--- src/rtl/data_pack_pkg.sv ---
// Shared definitions for the symbol pack/unpack stages.
// Width defaults live here so both stages agree on the bitstream layout.
package data_pack_pkg;

  localparam int DEF_SYM_W  = 7;
  localparam int DEF_WORD_W = 32;

  typedef enum logic {
    S_RUN   = 1'b0,
    S_FLUSH = 1'b1
  } pack_state_t;

endpackage

--- src/rtl/data_pack_if.sv ---
// Symbol-in / word-out handshake bundle for the packer.
// The slave side is the packer itself; the master side is whoever drives symbols and takes words.
interface data_pack_if
  import data_pack_pkg::*;
#(
  parameter int SYM_W  = DEF_SYM_W,
  parameter int WORD_W = DEF_WORD_W
) ();

  localparam int FW = $clog2(WORD_W);

  logic [SYM_W-1:0]  in_data;
  logic              in_valid;
  logic              in_ready;
  logic              flush;
  logic [WORD_W-1:0] out_data;
  logic              out_valid;
  logic              out_ready;
  logic              flush_done;
  logic [FW-1:0]     fill;

  modport slave (
    input  in_data, in_valid, flush, out_ready,
    output in_ready, out_data, out_valid, flush_done, fill
  );

  modport master (
    output in_data, in_valid, flush, out_ready,
    input  in_ready, out_data, out_valid, flush_done, fill
  );

endinterface

--- src/rtl/data_pack_datapath.sv ---
// Packs an LSB-first stream of SYM_W-bit symbols into WORD_W-bit words.
// A flush drains residual bits as a zero-padded word, then pulses flush_done.
module data_pack_datapath
  import data_pack_pkg::*;
#(
  parameter int SYM_W  = DEF_SYM_W,
  parameter int WORD_W = DEF_WORD_W
) (
  input  logic       clk,
  input  logic       rst,
  data_pack_if.slave bus
);

  localparam int FW    = $clog2(WORD_W);
  localparam int ACC_W = WORD_W + SYM_W - 1;

  localparam logic [FW:0] SYM_W_E  = (FW+1)'(SYM_W);
  localparam logic [FW:0] WORD_W_E = (FW+1)'(WORD_W);

  pack_state_t       state_q, state_d;
  logic [ACC_W-1:0]  acc_q, acc_d;
  logic [FW-1:0]     fill_q, fill_d;
  logic [WORD_W-1:0] out_data_q, out_data_d;
  logic              out_valid_q, out_valid_d;
  logic              flush_done_q, flush_done_d;

  logic              slot_free;
  logic              complete;
  logic              in_ready;
  logic              accept;
  logic [FW:0]       fill_sum;
  logic [FW:0]       fill_wrap;
  logic [ACC_W-1:0]  merged;
  logic [WORD_W-1:0] pad_mask;

  assign slot_free = !out_valid_q || bus.out_ready;
  assign fill_sum  = {1'b0, fill_q} + SYM_W_E;
  assign fill_wrap = fill_sum - WORD_W_E;
  assign complete  = (fill_sum >= WORD_W_E);
  assign merged    = acc_q | (ACC_W'(bus.in_data) << fill_q);
  assign pad_mask  = (WORD_W'(1) << fill_q) - WORD_W'(1);
  assign accept    = bus.in_valid && in_ready;

  always_ff @(posedge clk) begin
    if (rst) begin
      state_q <= S_RUN;
    end else begin
      state_q <= state_d;
    end
  end

  always_comb begin
    state_d = state_q;
    case (state_q)
      S_RUN:   if (bus.flush) state_d = S_FLUSH;
      S_FLUSH: if (fill_q == '0) state_d = S_RUN;
      default: state_d = S_RUN;
    endcase
  end

  // A completing symbol must wait for the output slot; others never do.
  always_comb begin
    in_ready = 1'b0;
    if (state_q == S_RUN) in_ready = !(complete && !slot_free);
  end

  always_comb begin
    acc_d        = acc_q;
    fill_d       = fill_q;
    out_data_d   = out_data_q;
    out_valid_d  = out_valid_q;
    flush_done_d = 1'b0;

    if (out_valid_q && bus.out_ready) out_valid_d = 1'b0;

    if (state_q == S_RUN) begin
      if (accept) begin
        if (complete) begin
          out_data_d  = merged[WORD_W-1:0];
          out_valid_d = 1'b1;
          acc_d       = merged >> WORD_W;
          fill_d      = fill_wrap[FW-1:0];
        end else begin
          acc_d  = merged;
          fill_d = fill_sum[FW-1:0];
        end
      end
    end else begin
      if (fill_q != '0) begin
        if (slot_free) begin
          out_data_d  = acc_q[WORD_W-1:0] & pad_mask;
          out_valid_d = 1'b1;
          acc_d       = '0;
          fill_d      = '0;
        end
      end else begin
        flush_done_d = 1'b1;
      end
    end
  end

  always_ff @(posedge clk) begin
    if (rst) begin
      acc_q        <= '0;
      fill_q       <= '0;
      out_data_q   <= '0;
      out_valid_q  <= 1'b0;
      flush_done_q <= 1'b0;
    end else begin
      acc_q        <= acc_d;
      fill_q       <= fill_d;
      out_data_q   <= out_data_d;
      out_valid_q  <= out_valid_d;
      flush_done_q <= flush_done_d;
    end
  end

  assign bus.in_ready   = in_ready;
  assign bus.out_data   = out_data_q;
  assign bus.out_valid  = out_valid_q;
  assign bus.flush_done = flush_done_q;
  assign bus.fill       = fill_q;

endmodule

--- src/flat_wrapper.sv ---
// flat-port wrapper written by rule: the top's interface ports become plain ports
module data_pack_datapath_flat import data_pack_pkg::*;
#(
  parameter int SYM_W  = DEF_SYM_W,
  parameter int WORD_W = DEF_WORD_W
)
  (clk, rst, bus_in_data, bus_in_valid, bus_flush, bus_out_ready, bus_in_ready, bus_out_data, bus_out_valid, bus_flush_done, bus_fill);
  data_pack_if #(.SYM_W(SYM_W), .WORD_W(WORD_W)) bus_i ();
  input  logic clk;
  input  logic rst;
  input wire logic [$bits(bus_i.in_data)-1:0] bus_in_data;
  input wire logic [$bits(bus_i.in_valid)-1:0] bus_in_valid;
  input wire logic [$bits(bus_i.flush)-1:0] bus_flush;
  input wire logic [$bits(bus_i.out_ready)-1:0] bus_out_ready;
  output wire logic [$bits(bus_i.in_ready)-1:0] bus_in_ready;
  output wire logic [$bits(bus_i.out_data)-1:0] bus_out_data;
  output wire logic [$bits(bus_i.out_valid)-1:0] bus_out_valid;
  output wire logic [$bits(bus_i.flush_done)-1:0] bus_flush_done;
  output wire logic [$bits(bus_i.fill)-1:0] bus_fill;
  assign bus_i.in_data = bus_in_data;
  assign bus_i.in_valid = bus_in_valid;
  assign bus_i.flush = bus_flush;
  assign bus_i.out_ready = bus_out_ready;
  assign bus_in_ready = bus_i.in_ready;
  assign bus_out_data = bus_i.out_data;
  assign bus_out_valid = bus_i.out_valid;
  assign bus_flush_done = bus_i.flush_done;
  assign bus_fill = bus_i.fill;
  data_pack_datapath #(.SYM_W(SYM_W), .WORD_W(WORD_W)) u_core (.clk(clk), .rst(rst), .bus(bus_i));
endmodule
--- config.mk ---
export PLATFORM = sky130hd
export DESIGN_NAME = data_pack_datapath_flat
export DESIGN_NICKNAME = d
export VERILOG_FILES = /design/src/rtl/data_pack_pkg.sv /design/src/rtl/data_pack_if.sv /design/src/rtl/data_pack_datapath.sv /design/src/flat_wrapper.sv
export SDC_FILE = /design/constraint.sdc
export NUM_CORES = 1
export LEC_CHECK = 0
export CAP_MARGIN = 20
export CORE_UTILIZATION = 52
export CTS_CLUSTER_DIAMETER = 150
export DETAILED_ROUTE_END_ITERATION = 6
export PLACE_DENSITY_LB_ADDON = 0.05
export RECOVER_POWER = 100
export SLEW_MARGIN = 20
export SYNTH_ARGS = -nofsm -noshare
export SYNTH_HDL_FRONTEND = slang
export SYNTH_SLANG_ARGS = --single-unit
--- constraint.sdc ---
create_clock -name clk -period 3.4 [get_ports clk]
set_clock_uncertainty 0.1 [all_clocks]
set_input_delay 0.34 -clock clk [delete_from_list [all_inputs] [get_ports clk]]
set_output_delay 0.34 -clock clk [all_outputs]
set_load 0.1 [all_outputs]
; ---- Word-level counts from Yosys, hierarchy flattened
; Cells that the tools add are included.
[classes]
n_addsub = 3
mul = 0
n_div = 0
n_lt_le_gt_ge = 1
n_eq_ne = 2
shift = 2
mux = 26
n_bitwise = 3
n_reduce_logical = 14
[op_table]
columns = cell, count
row1 = $mux 38, 5
row2 = $mux 32, 5
row3 = $or 38x38->38, 1
row4 = $shl 7x5->38, 1
row5 = $and 32x32->32, 1
row6 = $shl 1x5->32 const A, 1
row7 = $sub 32x2->32 const B, 1
row8 = $mux 5, 5
row9 = $mux 1, 10
row10 = $add 5x3->6 const B, 1
row11 = $ge 6x6->1 const B, 1
row12 = $logic_not 5->1, 1
row13 = $reduce_bool 5->1, 1
row14 = $sub 5x1->5 const B, 1
row15 = $ne 2x2->1 const B, 2
row16 = $reduce_and 4->1, 1
row17 = $reduce_bool 2->1, 2
row18 = $logic_and 1x1->1, 3
row19 = $logic_not 1->1, 3
row20 = $reduce_and 3->1, 1
row21 = $pmux 1 s2, 1
row22 = $reduce_or 2->1, 1
row23 = $logic_or 1x1->1, 1
row24 = $not 1->1, 1
[word_totals]
register_bits = 78
latch_bits = 0
ram_bits = 0
rom_bits = 0
in_bits = 12
output_inout_bits = 40
elab_cells = 57
mem_count = 0

; ---- Longest topological paths before layout
; Gate-level depths: netlist (run 1).
[logic_depth]
ltp_word = 9
mapped_depth = 15
ltp_nobuf = 11

; ---- Worst setup path after synthesis (run 1)
; OpenSTA, ideal clock, no wires.
[synth_path]
kind = register to register
from = register u_core.fill_q[1], in the netlist u_core.bus.fill[1]
to = register u_core.out_data_q[31], in the netlist u_core.bus.out_data[31]
setup_ps = 75
t_arrival_ps = 3879
path_slack_ps = -654
path_stages_with_launch = 13
cell_sequence = dfxtp_1 -> buf_2 -> clkbuf_1 -> inv_1 -> ha_1 -> ha_1 -> clkbuf_1 -> nor2_2 -> nand3_2 -> a222oi_1 -> nand2_2 -> or4_1 -> a31oi_1
[synth_via]
elab_chain_len = 8
elab_cells_between_ends = 21
classes_between = 2 x add/sub / 1 x order compare / 1 x eq/ne / 2 x shift / 6 x mux / 2 x bitwise / 7 x reduce/logical
[synth_rtl]
columns = item, line_no
row1 = start: declaration, data_pack_datapath.sv:22  ; logic [FW-1:0] fill_q, fill_d;
row2 = start signal: assignment, data_pack_datapath.sv:111  ; fill_q <= fill_d;
row3 = $add 5x3->6, data_pack_datapath.sv:37  ; assign fill_sum = {1'b0, fill_q} + SYM_W_E;
row4 = $ge 6x6->1, data_pack_datapath.sv:39  ; assign complete = (fill_sum >= WORD_W_E);
row5 = $logic_and 1x1->1, data_pack_datapath.sv:64  ; if (state_q == S_RUN) in_ready = !(complete && !slot_free);
row6 = $logic_not 1->1, data_pack_datapath.sv:64
row7 = $mux 1, data_pack_datapath.sv:64
row8 = $logic_and 1x1->1, data_pack_datapath.sv:42  ; assign accept = bus.in_valid && in_ready;
row9 = $reduce_bool 2->1 (no source line), --
row10 = $reduce_and 4->1 (no source line), --
row11 = end signal: assignment, data_pack_datapath.sv:112  ; out_data_q <= out_data_d;
row12 = end: declaration, data_pack_datapath.sv:23  ; logic [WORD_W-1:0] out_data_q, out_data_d;
; Several ways; a longest one is shown, not always the timed one. The select of a mux whose other input is x is not followed.
; A chain may end at the register's enable or synchronous reset.

; ---- Worst setup path after layout (run 1)
[layout_path]
from = register u_core.fill_q[2], in the netlist u_core.bus.fill[2]
to = output port bus_in_ready
[layout_via]
elab_chain_len = 5
[layout_rtl]
columns = item, line_no
row1 = $add 5x3->6, data_pack_datapath.sv:37
row2 = $ge 6x6->1, data_pack_datapath.sv:39
row3 = $logic_and 1x1->1, data_pack_datapath.sv:64
row4 = $logic_not 1->1, data_pack_datapath.sv:64
row5 = $mux 1, data_pack_datapath.sv:64
row6 = end: declaration, flat_wrapper.sv:15  ; output wire logic [$bits(bus_i.in_ready)-1:0] bus_in_ready;
; Every way passes these cells.

==> metrics.txt, run 1 <==
# TYPE chip_impl_metric gauge
chip_impl_metric{name="post-route-period-util",unit="%"} 95.3
chip_impl_metric{name="synth_area",unit="sq mm"} 0.00481
chip_impl_metric{name="final-hold-violation-count",unit=""} 0
chip_impl_metric{name="synth_edf_count",unit=""} 0
chip_impl_metric{name="clkSinkCount",unit=""} 78
chip_impl_metric{name="grt_first_pass_wirelength",unit="mm"} 27.8
chip_impl_metric{name="final_design_area_no_fill",unit="sq mm"} 0.00562
chip_impl_metric{name="number_of_global_route_vias_before_repair",unit=""} 4929
chip_impl_metric{name="place_congestion",unit=""} 0.982
chip_impl_metric{name="grt_max_degree",unit=""} 62
chip_impl_metric{name="floorplan.rows",unit=""} 34
chip_impl_metric{name="die_w",unit="microns"} 98.2
chip_impl_metric{name="synth_xor_xnor_area_share",unit="%"} 1.82
chip_impl_metric{name="max_freq",unit="MHz"} 309
chip_impl_metric{name="arrival",unit="ps"} 2800
chip_impl_metric{name="ys_seq_area_share",unit="%"} 32.5
chip_impl_metric{name="synthDistinctLibCells",unit=""} 72
chip_impl_metric{name="power.static_leakage",unit="nW"} 2.16
chip_impl_metric{name="pre_cts_ws",unit="ps"} 386
chip_impl_metric{name="hold_ws",unit="ps"} 349
chip_impl_metric{name="postSynthNetCount",unit=""} 646
chip_impl_info{name="hold_start",value="u_core.bus.out_data[7]$_SDFFE_PP0P_"} 1
chip_impl_metric{name="die_area",unit="sq mm"} 0.00964
chip_impl_metric{name="detail_route.wirelength",unit="mm"} 18.0
chip_impl_metric{name="power.density",unit="mW/mm^2"} 584
chip_impl_info{name="worst_hold_path_type",value="register to register"} 1
chip_impl_metric{name="grt.overflow.total",unit=""} 0
chip_impl_metric{name="hold_path_cell_cnt",unit=""} 2
chip_impl_metric{name="worst-r2r-cell-count",unit=""} 8
chip_impl_info{name="synth_top_flop_cell",value="dfxtp_1"} 1
chip_impl_metric{name="drt.antenna.violating_nets",unit=""} 0
chip_impl_metric{name="htree_num_levels",unit=""} 3
chip_impl_metric{name="worstPathMaxFanout",unit=""} 23
chip_impl_info{name="cts_tree",value="done"} 1
chip_impl_metric{name="post_route_cells_drive_above_1_share",unit="%"} 11.1
chip_impl_metric{name="finish.net_count",unit=""} 682
chip_impl_metric{name="post_cts_resize_count",unit=""} 0
chip_impl_metric{name="final_period_minus_worst_setup_slack",unit="ps"} 3240
chip_impl_info{name="worst_r2r_endpoint",value="u_core.bus.out_data[8]$_SDFFE_PP0P_"} 1
chip_impl_metric{name="worst_margin_slew",unit="ps"} 1210
chip_impl_metric{name="met3_usage",unit="%"} 6.01
chip_impl_metric{name="detailedRoute.firstIterationViolations",unit=""} 571
chip_impl_metric{name="grt_antenna_before_repair",unit=""} 0
chip_impl_info{name="synth_top_family_by_area",value="compound AO/OA/AOI/OAI gates"} 1
chip_impl_metric{name="met2_track_usage_gr",unit="%"} 58.7
chip_impl_metric{name="post_cts_buffers",unit=""} 0
chip_impl_metric{name="reg2reg_slack",unit="ps"} 160
chip_impl_metric{name="synth-async-reset-ratio",unit="%"} 0
chip_impl_info{name="worstSetupPathType",value="register to output pin"} 1
chip_impl_metric{name="post_dp_cell_area",unit="sq mm"} 0.00544
chip_impl_info{name="violations",value="DRC"} 1
chip_impl_metric{name="critical_path_required",unit="ps"} 2960
chip_impl_metric{name="maximum_ir_drop_on_the_vdd_rail",unit="mV"} 0.404
chip_impl_info{name="clockRootBuffer",value="clkbuf_8"} 1
chip_impl_metric{name="clock_latency",unit="ps"} 380
chip_impl_info{name="startpoint_type_of_the_worst_setup_path",value="register"} 1
chip_impl_metric{name="postCtsHoldBufs",unit=""} 0
chip_impl_metric{name="final_max_slew_viol_count",unit=""} 0
chip_impl_metric{name="share_of_the_synthesized_area_in_compound_gates_ao_oa_aoi_oai",unit="%"} 28.2
chip_impl_metric{name="post-dp-hpwl",unit="mm"} 12.7
chip_impl_metric{name="num_io_pins",unit=""} 52
chip_impl_info{name="origin_of_the_critical_flop_to_flop_path",value="u_core.bus.fill[1]$_SDFFE_PP0P_"} 1
chip_impl_metric{name="max_cap_violations",unit=""} 0
chip_impl_metric{name="share_of_synthesized_area_spent_on_multiplexers",unit="%"} 5.07
chip_impl_metric{name="drt-wirelength-per-cell",unit="microns"} 23.2
chip_impl_metric{name="antenna_cells",unit=""} 0
chip_impl_metric{name="dr_total_vias",unit=""} 5324
chip_impl_metric{name="clock_tree.buffer_depth",unit=""} 2
chip_impl_metric{name="setup_total_negative_slack",unit="ps"} 0
chip_impl_metric{name="fp.dieH",unit="microns"} 98.2
chip_impl_metric{name="synth.avg_cell_area",unit="sq um"} 7.67
chip_impl_metric{name="buffer_ports.inserted",unit=""} 51
chip_impl_metric{name="globalRouteTotalUtil",unit="%"} 37.7
chip_impl_metric{name="core_area",unit="sq mm"} 0.00885
chip_impl_metric{name="start_util",unit="%"} 54.4
chip_impl_metric{name="syn_inst",unit=""} 627
chip_impl_metric{name="yosys_register_bits",unit=""} 78
chip_impl_info{name="setup_repair_after_global_routing_missed_its_margin",value="no"} 1
chip_impl_metric{name="num_cts_buffers",unit=""} 9
chip_impl_metric{name="drt-vias-per-instance",unit=""} 6.86
chip_impl_metric{name="area_overhead_vs_synth",unit="%"} 16.8
chip_impl_info{name="status",value="complete, but fails checks"} 1
chip_impl_metric{name="timing.max_slew.rel_slack",unit="%"} 18.8
chip_impl_metric{name="global_route_met1_utilization",unit="%"} 50.0
chip_impl_metric{name="first_pass_iters",unit=""} 7
chip_impl_metric{name="post_synth_and_or_nand_nor_area_fraction",unit="%"} 24.4
chip_impl_metric{name="fin_ws",unit="ps"} 159
chip_impl_metric{name="setup_viol_count_final",unit=""} 0
chip_impl_info{name="grt_busiest_layer",value="met2"} 1
chip_impl_info{name="kind_of_end_point_of_the_critical_path",value="output pin"} 1
chip_impl_metric{name="clk_transition_reported_paths",unit="ps"} 100
chip_impl_metric{name="synth_fa_ha_area_share",unit="%"} 1.82
chip_impl_metric{name="drc",unit=""} 3
chip_impl_metric{name="synthesis.yosys.warnings",unit=""} 0
chip_impl_info{name="hold_path_end",value="u_core.bus.out_data[7]$_SDFFE_PP0P_"} 1
[cell type report]
| type | instances | area [sq um] |
|---|---|---|
| timing repair buffer | 82 | 704 |
| clock buffer | 9 | 124 |
| inverter | 12 | 45.0 |
| sequential | 78 | 1570 |
| clock inverter | 7 | 87.6 |
| tap | 108 | 135 |
| fill | 849 | 3230 |
| multi-input combinational | 480 | 2950 |
[where the power goes]
group,internal (mW),leakage [nW],switching (mW)
registers,0.976,0.634,0.0652
clock network,0.359,0.109,0.417
logic,0.424,1.42,1.04
total,1.76,2.16,1.52
[cells in the final DEF (no fill, tap or decap), types with 9 or more instances in the layout]
master and n:
nor2_1 81, dfxtp_1 75, nand2_1 50, a21oi_1 50, o21ai_0 36, dlygate4sd3_1 36, buf_4 25, nor3_1 23
nand3_1 23, a22oi_1 15, and3_1 13, mux2i_1 12, nand2b_1 11, a211oi_1 11, clkdlybuf4s50_1 10, inv_1 9
mux2_2 9, xnor2_1 9, clkbuf_8 9
[how the worst max path moves through the flow]
stage / startpoint / end / slack (ps) / cells after the start
2_1_floorplan: u_core.bus.fill[2]$_SDFFE_PP0P_ / u_core.bus.out_data[31]$_SDFFE_PP0P_ / 7 / 11
3_3_place_gp: u_core.bus.fill[1]$_SDFFE_PP0P_ / u_core.bus.out_data[31]$_SDFFE_PP0P_ / 480 / 9
3_5_place_dp: u_core.bus.fill[1]$_SDFFE_PP0P_ / u_core.bus.out_data[31]$_SDFFE_PP0P_ / 390 / 9
4_1_cts: u_core.bus.fill[1]$_SDFFE_PP0P_ / u_core.bus.out_data[31]$_SDFFE_PP0P_ / 340 / 9
5_1_grt: u_core.bus.fill[2]$_SDFFE_PP0P_ / u_core.bus.out_data[5]$_SDFFE_PP0P_ / 50 / 7
6_report: u_core.bus.fill[2]$_SDFFE_PP0P_ / bus_in_ready / 160 / 6
[logic make-up after synthesis]
logic type      count (synthesis)
simple gates                  243
compound gates                198
flops                          78
buf+inv                        69
mux                            22
xor+xnor                       10
fa+ha+maj                       7
[through the flow]
stage	total power, mW	instances	utilization (%)
floorplan	2.08	627	-
global placement	2.51	760	61.5
detailed placement	2.51	760	61.5
CTS	3.28	776	63.9
global route	3.40	776	63.5
finish	3.28	776	63.5
[cell usage after synthesis, drive strengths merged, types with 6 or more instances]
| cell type | number | area (sq um) |
|---|---|---|
| a211oi | 11 | 82.6 |
| a21oi | 50 | 250 |
| a221oi | 8 | 70.1 |
| a22oi | 15 | 113 |
| a31oi | 6 | 37.5 |
| and2 | 6 | 37.5 |
| and3 | 13 | 81.3 |
| buf | 21 | 120 |
| clkbuf | 36 | 135 |
| dfxtp | 78 | 1560 |
| ha | 7 | 87.6 |
| inv | 10 | 37.5 |
| mux2 | 9 | 101 |
| mux2i | 12 | 120 |
| nand2 | 51 | 194 |
| nand2b | 11 | 68.8 |
| nand3 | 24 | 125 |
| nor2 | 82 | 310 |
| nor3 | 23 | 115 |
| o211ai | 8 | 60.1 |
| o21ai | 36 | 180 |
| o31ai | 6 | 45.0 |
| xnor2 | 9 | 78.8 |
[layer usage]
metal | part of all wire (%) | wire [microns]
met5 | 0 | 0
met2 | 45 | 8140
met4 | 4.8 | 864
met1 | 40 | 7280
met3 | 9.5 | 1720
[critical path, stage by stage, from the launching register on]
cell,delay [ps]
dfxtp_4,430
clkbuf_2,360
o311ai_1,470
clkbuf_1,470
nor2_1,180
nor2_1,160
clkbuf_4,350
[registers in the layout, summed over array words and instances (netlist names)]
signal / cells
u_core.bus.out_data: 32
u_core.bus.flush_done: 1
u_core.bus.fill: 5
u_core.state_q: 1
u_core.acc_q: 38
u_core.bus.out_valid: 1
No activity file was read; power rests on OpenSTA's default activity.
==> inputs of run 2 (changes only) <==
--- a/config.mk
+++ b/config.mk
@@ -11,6 +11,7 @@
 export DETAILED_ROUTE_END_ITERATION = 6
 export PLACE_DENSITY_LB_ADDON = 0.05
 export RECOVER_POWER = 100
+export SETUP_SLACK_MARGIN = 0.02
 export SLEW_MARGIN = 20
 export SYNTH_ARGS = -nofsm -noshare
 export SYNTH_HDL_FRONTEND = slang
==> results of run 2 <==
No change in the layout: final DEF, timing and power equal those of run 1.
